**config.mk**
```make
export PLATFORM = sky130hd
export DESIGN_NAME = fp_mul_exp_pack
export DESIGN_NICKNAME = d
export VERILOG_FILES = /design/src/rtl/fp_mul_pkg.sv /design/src/rtl/fp_mul_exp_pack_classify.sv /design/src/rtl/fp_mul_exp_pack.sv
export SDC_FILE = /design/constraint.sdc
export NUM_CORES = 1
export LEC_CHECK = 0
export CORE_UTILIZATION = 30
export CTS_CLUSTER_DIAMETER = 120
export DETAILED_ROUTE_END_ITERATION = 6
export GPL_TIMING_DRIVEN = 0
export PLACE_DENSITY = 0.6
export SYNTH_ARGS = -nofsm -noshare
export SYNTH_HDL_FRONTEND = slang
export SYNTH_SLANG_ARGS = --single-unit
export TNS_END_PERCENT = 10
```
**constraint.sdc**
```tcl
create_clock -name clk -period 5.5 [get_ports clk]
set_input_delay 0.825 -clock clk [delete_from_list [all_inputs] [get_ports clk]]
set_output_delay 0.825 -clock clk [all_outputs]
set_load 0.1 [all_outputs]
```
**src/rtl/fp_mul_pkg.sv**
```systemverilog
// Shared constants and types for the approximate FP multiplier back end.
package fp_mul_pkg;

    localparam int EXP_WIDTH      = 8;
    localparam int MANTISSA_WIDTH = 15;
    localparam int BIAS           = 2**(EXP_WIDTH-1) - 1;

    typedef enum logic [1:0] {
        ZERO = 2'd0,
        NORM = 2'd1,
        INF  = 2'd2,
        NAN  = 2'd3
    } fp_class_t;

    // Infinity and NaN share the all-ones exponent; canonical NaN has only the fraction MSB set
    localparam logic [EXP_WIDTH-1:0]      INF_EXP  = '1;
    localparam logic [EXP_WIDTH-1:0]      NAN_EXP  = '1;
    localparam logic [MANTISSA_WIDTH-1:0] NAN_FRAC = {1'b1, {(MANTISSA_WIDTH-1){1'b0}}};

    // Bit positions inside the 4-bit flags word {invalid, overflow, underflow, inexact_special}
    localparam int FLAG_INVALID   = 3;
    localparam int FLAG_OVERFLOW  = 2;
    localparam int FLAG_UNDERFLOW = 1;
    localparam int FLAG_INEXACT   = 0;

endpackage

```
**src/rtl/fp_mul_exp_pack_classify.sv**
```systemverilog
// Operand classifier: maps a biased exponent and a fraction-nonzero bit to ZERO/NORM/INF/NAN.
// Denormals (exp == 0) are flushed and reported as ZERO.
module fp_operand_classify #(
    parameter int EXP_WIDTH = fp_mul_pkg::EXP_WIDTH
) (
    input  logic [EXP_WIDTH-1:0] exp_field,
    input  logic                 frac_nz,
    output fp_mul_pkg::fp_class_t cls
);
    import fp_mul_pkg::*;

    // Decode the operand class from the exponent extremes
    always_comb begin
        cls = NORM;
        if (exp_field == '0) begin
            cls = ZERO;
        end else if (&exp_field) begin
            if (frac_nz) begin
                cls = NAN;
            end else begin
                cls = INF;
            end
        end
    end

endmodule

```
**src/rtl/fp_mul_exp_pack.sv**
```systemverilog
// Exponent/sign back end of the approximate FP multiplier: computes sign and biased
// exponent, applies the mantissa unit's normalisation shift, resolves special values
// and range limits, and packs the result behind a two-stage valid/ready pipeline.
module fp_mul_exp_pack #(
    parameter int EXP_WIDTH      = fp_mul_pkg::EXP_WIDTH,
    parameter int MANTISSA_WIDTH = fp_mul_pkg::MANTISSA_WIDTH,
    parameter int BIAS           = 2**(EXP_WIDTH-1) - 1
) (
    input  logic                                clk,
    input  logic                                rst,
    input  logic                                in_valid,
    output logic                                in_ready,
    input  logic                                sign_x,
    input  logic                                sign_y,
    input  logic [EXP_WIDTH-1:0]                exp_x,
    input  logic [EXP_WIDTH-1:0]                exp_y,
    input  logic                                frac_x_nz,
    input  logic                                frac_y_nz,
    input  logic [MANTISSA_WIDTH-1:0]           mant_in,
    input  logic [1:0]                          shift_in,
    output logic                                out_valid,
    input  logic                                out_ready,
    output logic [EXP_WIDTH+MANTISSA_WIDTH:0]   result,
    output logic [3:0]                          flags
);
    import fp_mul_pkg::*;

    // Two guard bits keep exp_x + exp_y - BIAS (+/-1) free of wrap-around
    localparam int EW = EXP_WIDTH + 2;
    localparam int RW = 1 + EXP_WIDTH + MANTISSA_WIDTH;

    localparam logic signed [EW-1:0]        BIAS_E    = EW'(BIAS);
    localparam logic signed [EW-1:0]        EXP_MAX_E = EW'(2**EXP_WIDTH - 1);
    localparam logic [EXP_WIDTH-1:0]        EXP_ONES  = '1;
    localparam logic [MANTISSA_WIDTH-1:0]   QNAN_FRAC = {1'b1, {(MANTISSA_WIDTH-1){1'b0}}};

    // Shift code to exponent adjustment; bit1 dominates so 2'b11 counts as +1
    function automatic logic signed [EW-1:0] shift_adjust(input logic [1:0] sh);
        if (sh[1]) begin
            shift_adjust = EW'(1);
        end else if (sh[0]) begin
            shift_adjust = '0;
        end else begin
            shift_adjust = '1;
        end
    endfunction

    // Special-value and range priority mux; returns {flags, result}
    function automatic logic [RW+3:0] pack_result(
        input fp_class_t               cx,
        input fp_class_t               cy,
        input logic                    sgn,
        input logic signed [EW-1:0]    e2,
        input logic [MANTISSA_WIDTH-1:0] mant
    );
        logic [RW-1:0] r;
        logic [3:0]    fl;
        logic          any_nan;
        logic          any_inf;
        logic          any_zero;
        logic          inf_zero;
        any_nan  = (cx == NAN)  || (cy == NAN);
        any_inf  = (cx == INF)  || (cy == INF);
        any_zero = (cx == ZERO) || (cy == ZERO);
        inf_zero = any_inf && any_zero;
        fl = '0;
        if (any_nan || inf_zero) begin
            r = {1'b0, EXP_ONES, QNAN_FRAC};
            fl[FLAG_INVALID] = inf_zero;
        end else if (any_inf) begin
            r = {sgn, EXP_ONES, {MANTISSA_WIDTH{1'b0}}};
        end else if (any_zero) begin
            r = {sgn, {EXP_WIDTH{1'b0}}, {MANTISSA_WIDTH{1'b0}}};
        end else if (e2 >= EXP_MAX_E) begin
            r = {sgn, EXP_ONES, {MANTISSA_WIDTH{1'b0}}};
            fl[FLAG_OVERFLOW] = 1'b1;
            fl[FLAG_INEXACT]  = 1'b1;
        end else if (e2 <= 0) begin
            r = {sgn, {EXP_WIDTH{1'b0}}, {MANTISSA_WIDTH{1'b0}}};
            fl[FLAG_UNDERFLOW] = 1'b1;
            fl[FLAG_INEXACT]   = 1'b1;
        end else begin
            r = {sgn, e2[EXP_WIDTH-1:0], mant};
        end
        pack_result = {fl, r};
    endfunction

    fp_class_t                    cls_x, cls_y;
    logic                         adv1;
    logic signed [EW-1:0]         e1_next;
    logic signed [EW-1:0]         e2;
    logic [RW+3:0]                pack_next;

    logic                         s1_valid;
    logic                         s1_sgn;
    fp_class_t                    s1_cls_x, s1_cls_y;
    logic signed [EW-1:0]         s1_e1;
    logic [MANTISSA_WIDTH-1:0]    s1_mant;
    logic [1:0]                   s1_shift;
    logic                         s2_valid;

    fp_operand_classify #(.EXP_WIDTH(EXP_WIDTH)) u_class_x (
        .exp_field (exp_x),
        .frac_nz   (frac_x_nz),
        .cls       (cls_x)
    );

    fp_operand_classify #(.EXP_WIDTH(EXP_WIDTH)) u_class_y (
        .exp_field (exp_y),
        .frac_nz   (frac_y_nz),
        .cls       (cls_y)
    );

    assign adv1      = !s2_valid || out_ready;
    assign in_ready  = !rst && (!s1_valid || adv1);
    assign out_valid = s2_valid;

    assign e1_next   = $signed({2'b00, exp_x}) + $signed({2'b00, exp_y}) - BIAS_E;
    assign e2        = s1_e1 + shift_adjust(s1_shift);
    assign pack_next = pack_result(s1_cls_x, s1_cls_y, s1_sgn, e2, s1_mant);

    // ---- stage 1: occupancy; empties on reset, refills from in_valid whenever space opens
    always_ff @(posedge clk) begin
        if (rst) begin
            s1_valid <= 1'b0;
        end else if (in_ready) begin
            s1_valid <= in_valid;
        end
    end

    // Stage 1 payload: sign, operand classes and unadjusted exponent captured on input transfer
    always_ff @(posedge clk) begin
        if (in_valid && in_ready) begin
            s1_sgn   <= sign_x ^ sign_y;
            s1_cls_x <= cls_x;
            s1_cls_y <= cls_y;
            s1_e1    <= e1_next;
            s1_mant  <= mant_in;
            s1_shift <= shift_in;
        end
    end

    // ---- stage 2: output register; advances when the consumer drains or it is empty
    always_ff @(posedge clk) begin
        if (rst) begin
            s2_valid <= 1'b0;
            result   <= '0;
            flags    <= '0;
        end else if (adv1) begin
            s2_valid <= s1_valid;
            if (s1_valid) begin
                {flags, result} <= pack_next;
            end
        end
    end

endmodule

```
Word-level counts from Yosys, hierarchy flattened --
Cells that the tools add are included.
Operators by class: $add $sub $neg 3, multiply operators 0, divide/modulo/power cells 0, magnitude comparators 2, eq/ne operators 4, shift operators 0, mux-type cells 19, bitwise gates (word level) 3, reduce and logical (&&, ||, !) cells 21
Operator list (number):
- $mux 23 | 4
- $mux 24 | 1
- $mux 10 | 2
- $logic_not 8->1 | 2
- $reduce_and 8->1 | 2
- $add 10x10->10 | 1
- $ge 10x9->1 const B | 1
- $le 10x1->1 const B | 1
- $sub 9x7->10 const B | 1
- $add 8x8->9 | 1
- $mux 3 | 3
- $eq 2x2->1 const B | 4
- $mux 1 | 8
- $logic_or 1x1->1 | 6
- $logic_not 2->1 | 2
- $reduce_or 2->1 | 2
- $logic_and 1x1->1 | 3
- $logic_not 1->1 | 3
- $mux 2 | 1
- $not 1->1 | 2
- $reduce_and 2->1 | 1
- $xor 1x1->1 | 1
Storage, ports and cells: flip-flop bits (word level) 62, bits in latches 0, RAM bits 0, ROM bits 0, memories 0

Depth between registers and ports, before layout --
word-level depth 9, gate-level depth with buffers 13, depth with buffers taken out 11

Modules after synthesis --
Synthesis repeated with hierarchy kept, for this count alone.
Unflattened totals: cell total of the unflattened synthesis 316, area, all modules 3355.7 µm²
By module, submodules not included:
- fp_mul_exp_pack | instances 1, cells each 302, area an instance 3278.1 µm², seq. area each 1561.5 µm²
- fp_operand_classify | instances 2, cells each 7, area an instance 38.8 µm², seq. area each 0.0 µm²

Worst setup path after synthesis --
Ideal clock, no wire load.
kind in2reg, start point in rst, end point reg s1_cls_x[0], enable pin, library setup time 0.392 ns, arrival time 3.498 ns, path slack 1.610 ns, cell stages on the path 3, cells stage by stage clkbuf_1 > a21oi_1 > and2_1
On the way: word-level cells in the longest chain between the ends 3
Ends and longest elaborated chain:
- start, declared | line fp_mul_exp_pack.sv:10 | input logic rst,
- $logic_not 1->1 | line fp_mul_exp_pack.sv:115 | assign in_ready = !rst && (!s1_valid || adv1);
- $logic_and 1x1->1 | line fp_mul_exp_pack.sv:115
- via in_ready | line fp_mul_exp_pack.sv:12 | output logic in_ready,
- $logic_and 1x1->1 | line fp_mul_exp_pack.sv:133 | if (in_valid && in_ready) begin
- end signal, assigned | line fp_mul_exp_pack.sv:135 | s1_cls_x <= cls_x;
- end, declared | line fp_mul_exp_pack.sv:96 | fp_class_t s1_cls_x, s1_cls_y;
The timed path passes the listed nets, and every way through them passes these cells. A chain may end at the register's enable or synchronous reset.

Worst setup path in the final report --
start point reg s1_shift[0], end point reg result[12]
On the way: word-level cells in the longest chain between the ends 9, elaborated cells on any way between the ends 10
Ends and longest elaborated chain:
- start, declared | line fp_mul_exp_pack.sv:99 | logic [1:0] s1_shift;
- start signal, assigned | line fp_mul_exp_pack.sv:139 | s1_shift <= shift_in;
- $mux 10 (*) | line fp_mul_exp_pack.sv:41 | end else if (sh[0]) begin
- $mux 10 (*) | line fp_mul_exp_pack.sv:39 | if (sh[1]) begin
- $add 10x10->10 (*) | line fp_mul_exp_pack.sv:119 | assign e2 = s1_e1 + shift_adjust(s1_shift);
- $le 10x1->1 | line fp_mul_exp_pack.sv:78 | end else if (e2 <= 0) begin
- $mux 23 | line fp_mul_exp_pack.sv:78
- $mux 23 (*) | line fp_mul_exp_pack.sv:74 | end else if (e2 >= EXP_MAX_E) begin
- $mux 23 (*) | line fp_mul_exp_pack.sv:72 | end else if (any_zero) begin
- $mux 23 (*) | line fp_mul_exp_pack.sv:70 | end else if (any_inf) begin
- $mux 24 (*) | line fp_mul_exp_pack.sv:67 | if (any_nan || inf_zero) begin
- end signal, assigned | line fp_mul_exp_pack.sv:152 | {flags, result} <= pack_next;
- end, declared | line fp_mul_exp_pack.sv:23 | output logic [EXP_WIDTH+MANTISSA_WIDTH:0] result,
Mark *: on every way between the ends. The rest lies on a longest branch, timed or not.

==> impl_metrics.env <==
export IMPL_grt_pass1_vias=2433
export IMPL_netlist_area_um2=3270
export IMPL_cp_start_kind="flop"
export IMPL_worstSkewPairLatency_ns=0.33
export IMPL_end_kind="flop"
export IMPL_ys_ff_latch=62
export IMPL_min_path_type="reg2reg"
export IMPL_critPathMaxStageDelay_ns=0.56
export IMPL_leakagePower_nw=1.56
export IMPL_fillers=1047
export IMPL_post_cts_buffers=0
export IMPL_grt_usage_pct=12.4
export IMPL_die_area_um2=11300
export IMPL_pwr_share_clk_pct=35.7
export IMPL_antenna_left=0
export IMPL_nets=461
export IMPL_fin_crit_ns=3.61
export IMPL_netlist_instances=321
export IMPL_required_ns=5.77
export IMPL_timing_hold_ws_ns=0.444
export IMPL_async_flop_share_pct=0
export IMPL_htreeDepth=3
export IMPL_path_buf_inv=4
export IMPL_maxSlewViolCount=0
export IMPL_p_comb_share_pct=21.3
export IMPL_critical_path_top_delay_family="simple AND/OR/NAND/NOR gates"
export IMPL_portBuffers=69
export IMPL_worst_slack_ns=1.89
export IMPL_worst_path_max_delay_cell="or4_1"
export IMPL_dp_hpwl_um=5320
export IMPL_fin_skew_ns=0.00678
export IMPL_place_ws_ns=1.93
export IMPL_drive_above_1_share_pct=10.6
export IMPL_start_util_pct=31.2
export IMPL_syn_avg_cell_area_um2=10.2
export IMPL_grt_first_pass_wirelength_um=11100
export IMPL_fmax_ghz=0.277
export IMPL_clk_pin_slew_ns=0.07
export IMPL_synth_ff_type="edfxtp_1"
export IMPL_yosys_warnings=0
export IMPL_fin_util_pct=41.6
export IMPL_antenna_found_initial=0
export IMPL_post_cts_resized=0
export IMPL_dr_total_vias=2604
export IMPL_crit_chain="or2_4, buf_6, xnor2_1, ha_1, or3_4, o21ai_0, a32oi_1, xor2_1, inv_1, or4_1, buf_6, buf_8, o21ai_2"
export IMPL_crit_top_cell="buf_6"
export IMPL_hold_violations=0
export IMPL_setup_violations=0
export IMPL_cap_violations=0
export IMPL_synth_distinct_cells=58
export IMPL_core_um2=10500
export IMPL_syn_nets=381
export IMPL_num_rows=37
export IMPL_overflow=0
export IMPL_ctsHoldBuffers=0
export IMPL_switching_share_pct=29.0
export IMPL_synth_top_area_share_pct=29.4
export IMPL_wirelength_um=6860
export IMPL_dr_first_iter_drc_count=106
export IMPL_drtPass1Iterations=4
export IMPL_finalWeightedCongestion=0.831
export IMPL_multiInputGateArea_um2=1580
export IMPL_tightest_slew_ns=1.01
export IMPL_cts_buffers_inserted=9
export IMPL_yosysSeqAreaShare_pct=47.8
export IMPL_p_int_mw=0.867
export IMPL_relSlewSlack_pct=32.6
export IMPL_area_growth_pct=33.3
export IMPL_path_class="reg2reg"
export IMPL_yosysMostFrequentCell="nand2_1"
export IMPL_via_per_inst=4.80
export IMPL_die_w_um=106
export IMPL_clock_sinks=62
export IMPL_setup_tns_ns=0
export IMPL_drc=0
export IMPL_root_buffer="clkbuf_8"
export IMPL_synth_common_cells="nand2_1 (40), edfxtp_1 (32), dfxtp_1 (30)"
export IMPL_pwr_share_seq_pct=43.0
export IMPL_rsz0062_at_grt="false"
export IMPL_grt_max_degree=33
export IMPL_n_antenna_cell=0
export IMPL_fin_crit_sh_pct=65.6
export IMPL_clockBufferDepth=2
export IMPL_cts_tree="yes"
export IMPL_irDropWorstVdd_uv=126
export IMPL_fp_dieH_um=106
export IMPL_synth_edf_count=32
export IMPL_ios=71
export IMPL_synth_top_area_cell="edfxtp_1"
export IMPL_p_switching_mw=0.354
export IMPL_path_max_fanout=10
export IMPL_cp_arrival_ns=3.88
export IMPL_avgRoutedWirePerCell_um=12.7
export IMPL_power_per_cell_area_nw_per_um2=280
export IMPL_synth_area_leaders="edfxtp_1 (29%), dfxtp_1 (18%), ha_1 (6.9%)"
export IMPL_seq_area_um2=1560
export IMPL_outcome="completed"
logic make-up (layout without fill, tap and decap cells):
logic type / Yosys count / count (layout) / share of synthesized area [%]
adder cells (fa/ha/maj): 19 / 19 / 7.50
AND/OR/NAND/NOR: 123 / 123 / 18.8
buffers and inverters: 24 / 109 / 4.06
XOR/XNOR: 16 / 16 / 4.29
flip-flops: 62 / 62 / 47.8
AO/OA/AOI/OAI: 76 / 76 / 17.3
multiplexers: 1 / 1 / 0.306
final timing paths:
path                               start  depth (start not counted)                 endpoint  slack [ns]
hold / removal    result[5]$_SDFFE_PP0P_                          2   result[5]$_SDFFE_PP0P_        0.44
hold reg to reg   result[5]$_SDFFE_PP0P_                          2   result[5]$_SDFFE_PP0P_        0.44
setup reg to reg   s1_shift[0]$_DFFE_PP_                         13  result[12]$_SDFFE_PP0P_        1.89
setup / recovery   s1_shift[0]$_DFFE_PP_                         13  result[12]$_SDFFE_PP0P_        1.89
cell usage in the layout, fill, tap and decap left out, drive strengths merged, types with 2 or more instances in the layout:
master,count
nand2b,3
nand2,40
o22ai,2
edfxtp,32
clkbuf,16
a22o,6
nand4,7
xor2,4
o21ai,23
clkinv,2
or4,3
clkdlybuf4s50,69
o211ai,3
nor2b,3
a21o,5
buf,7
or2,2
o21bai,2
and2,5
xnor2,12
dfxtp,30
nand3,4
a311oi,2
nor4,6
inv,13
a21oi,21
or3,6
nor3,12
ha,18
nor2,27
flip-flops by register name (all words and copies together) (netlist names), 2 cells and up:
register / flops
s1_shift: 2
flags: 4
result: 24
s1_mant: 15
s1_e1: 10
s1_cls_x: 2
s1_cls_y: 2
layer usage:
layer	vias up	GRT usage (%)	part of all wire [%]	wire, µm
li1	1337	-	-	-
met1	1195	16.0	48	3320
met2	61	20.4	46	3170
met3	11	2.15	3.8	264
met4	0	5.06	1.6	112
met5	-	0	0	0
final cells by class:
cell class,instances,share of cell area [%]
Inverter,12,1.03
Tap cell,136,3.91
Timing Repair Buffer,69,15.9
Clock buffer,11,3.73
Sequential cell,62,35.8
Multi-Input combinational cell,235,36.2
Buffer,12,2.01
Clock inverter,5,1.46
per-stage QoR:
| stage | cells | total power, mW | cell area [µm²] |
|---|---|---|---|
| 2_1_floorplan | 321 | 0.719 | 3270 |
| 6_report | 542 | 1.22 | 4360 |
| 5_1_grt | 542 | 1.28 | 4360 |
| 3_3_place_gp | 526 | 0.793 | 4130 |
| 4_1_cts | 542 | 1.23 | 4360 |
| 3_5_place_dp | 526 | 0.797 | 4130 |
worst reg2reg max path, delay by kind of cell, from the launching register on:
family	cells	cell delay [ns]
buf+inv	4	0.58
compound gates	3	0.44
flops	1	0.49
xor+xnor	2	0.53
simple gates	3	1.25
fa+ha+maj	1	0.25
power by group through the flow:
stage	combinational, mW	clock, mW	sequential (mW)
after detailed placement	0.260	0	0.536
final	0.260	0.436	0.525
after global placement	0.257	0	0.536
after CTS	0.261	0.445	0.526
after global routing	0.282	0.466	0.528
after floorplan	0.136	0	0.583
Note: power is estimated with default switching activity, not from simulation.
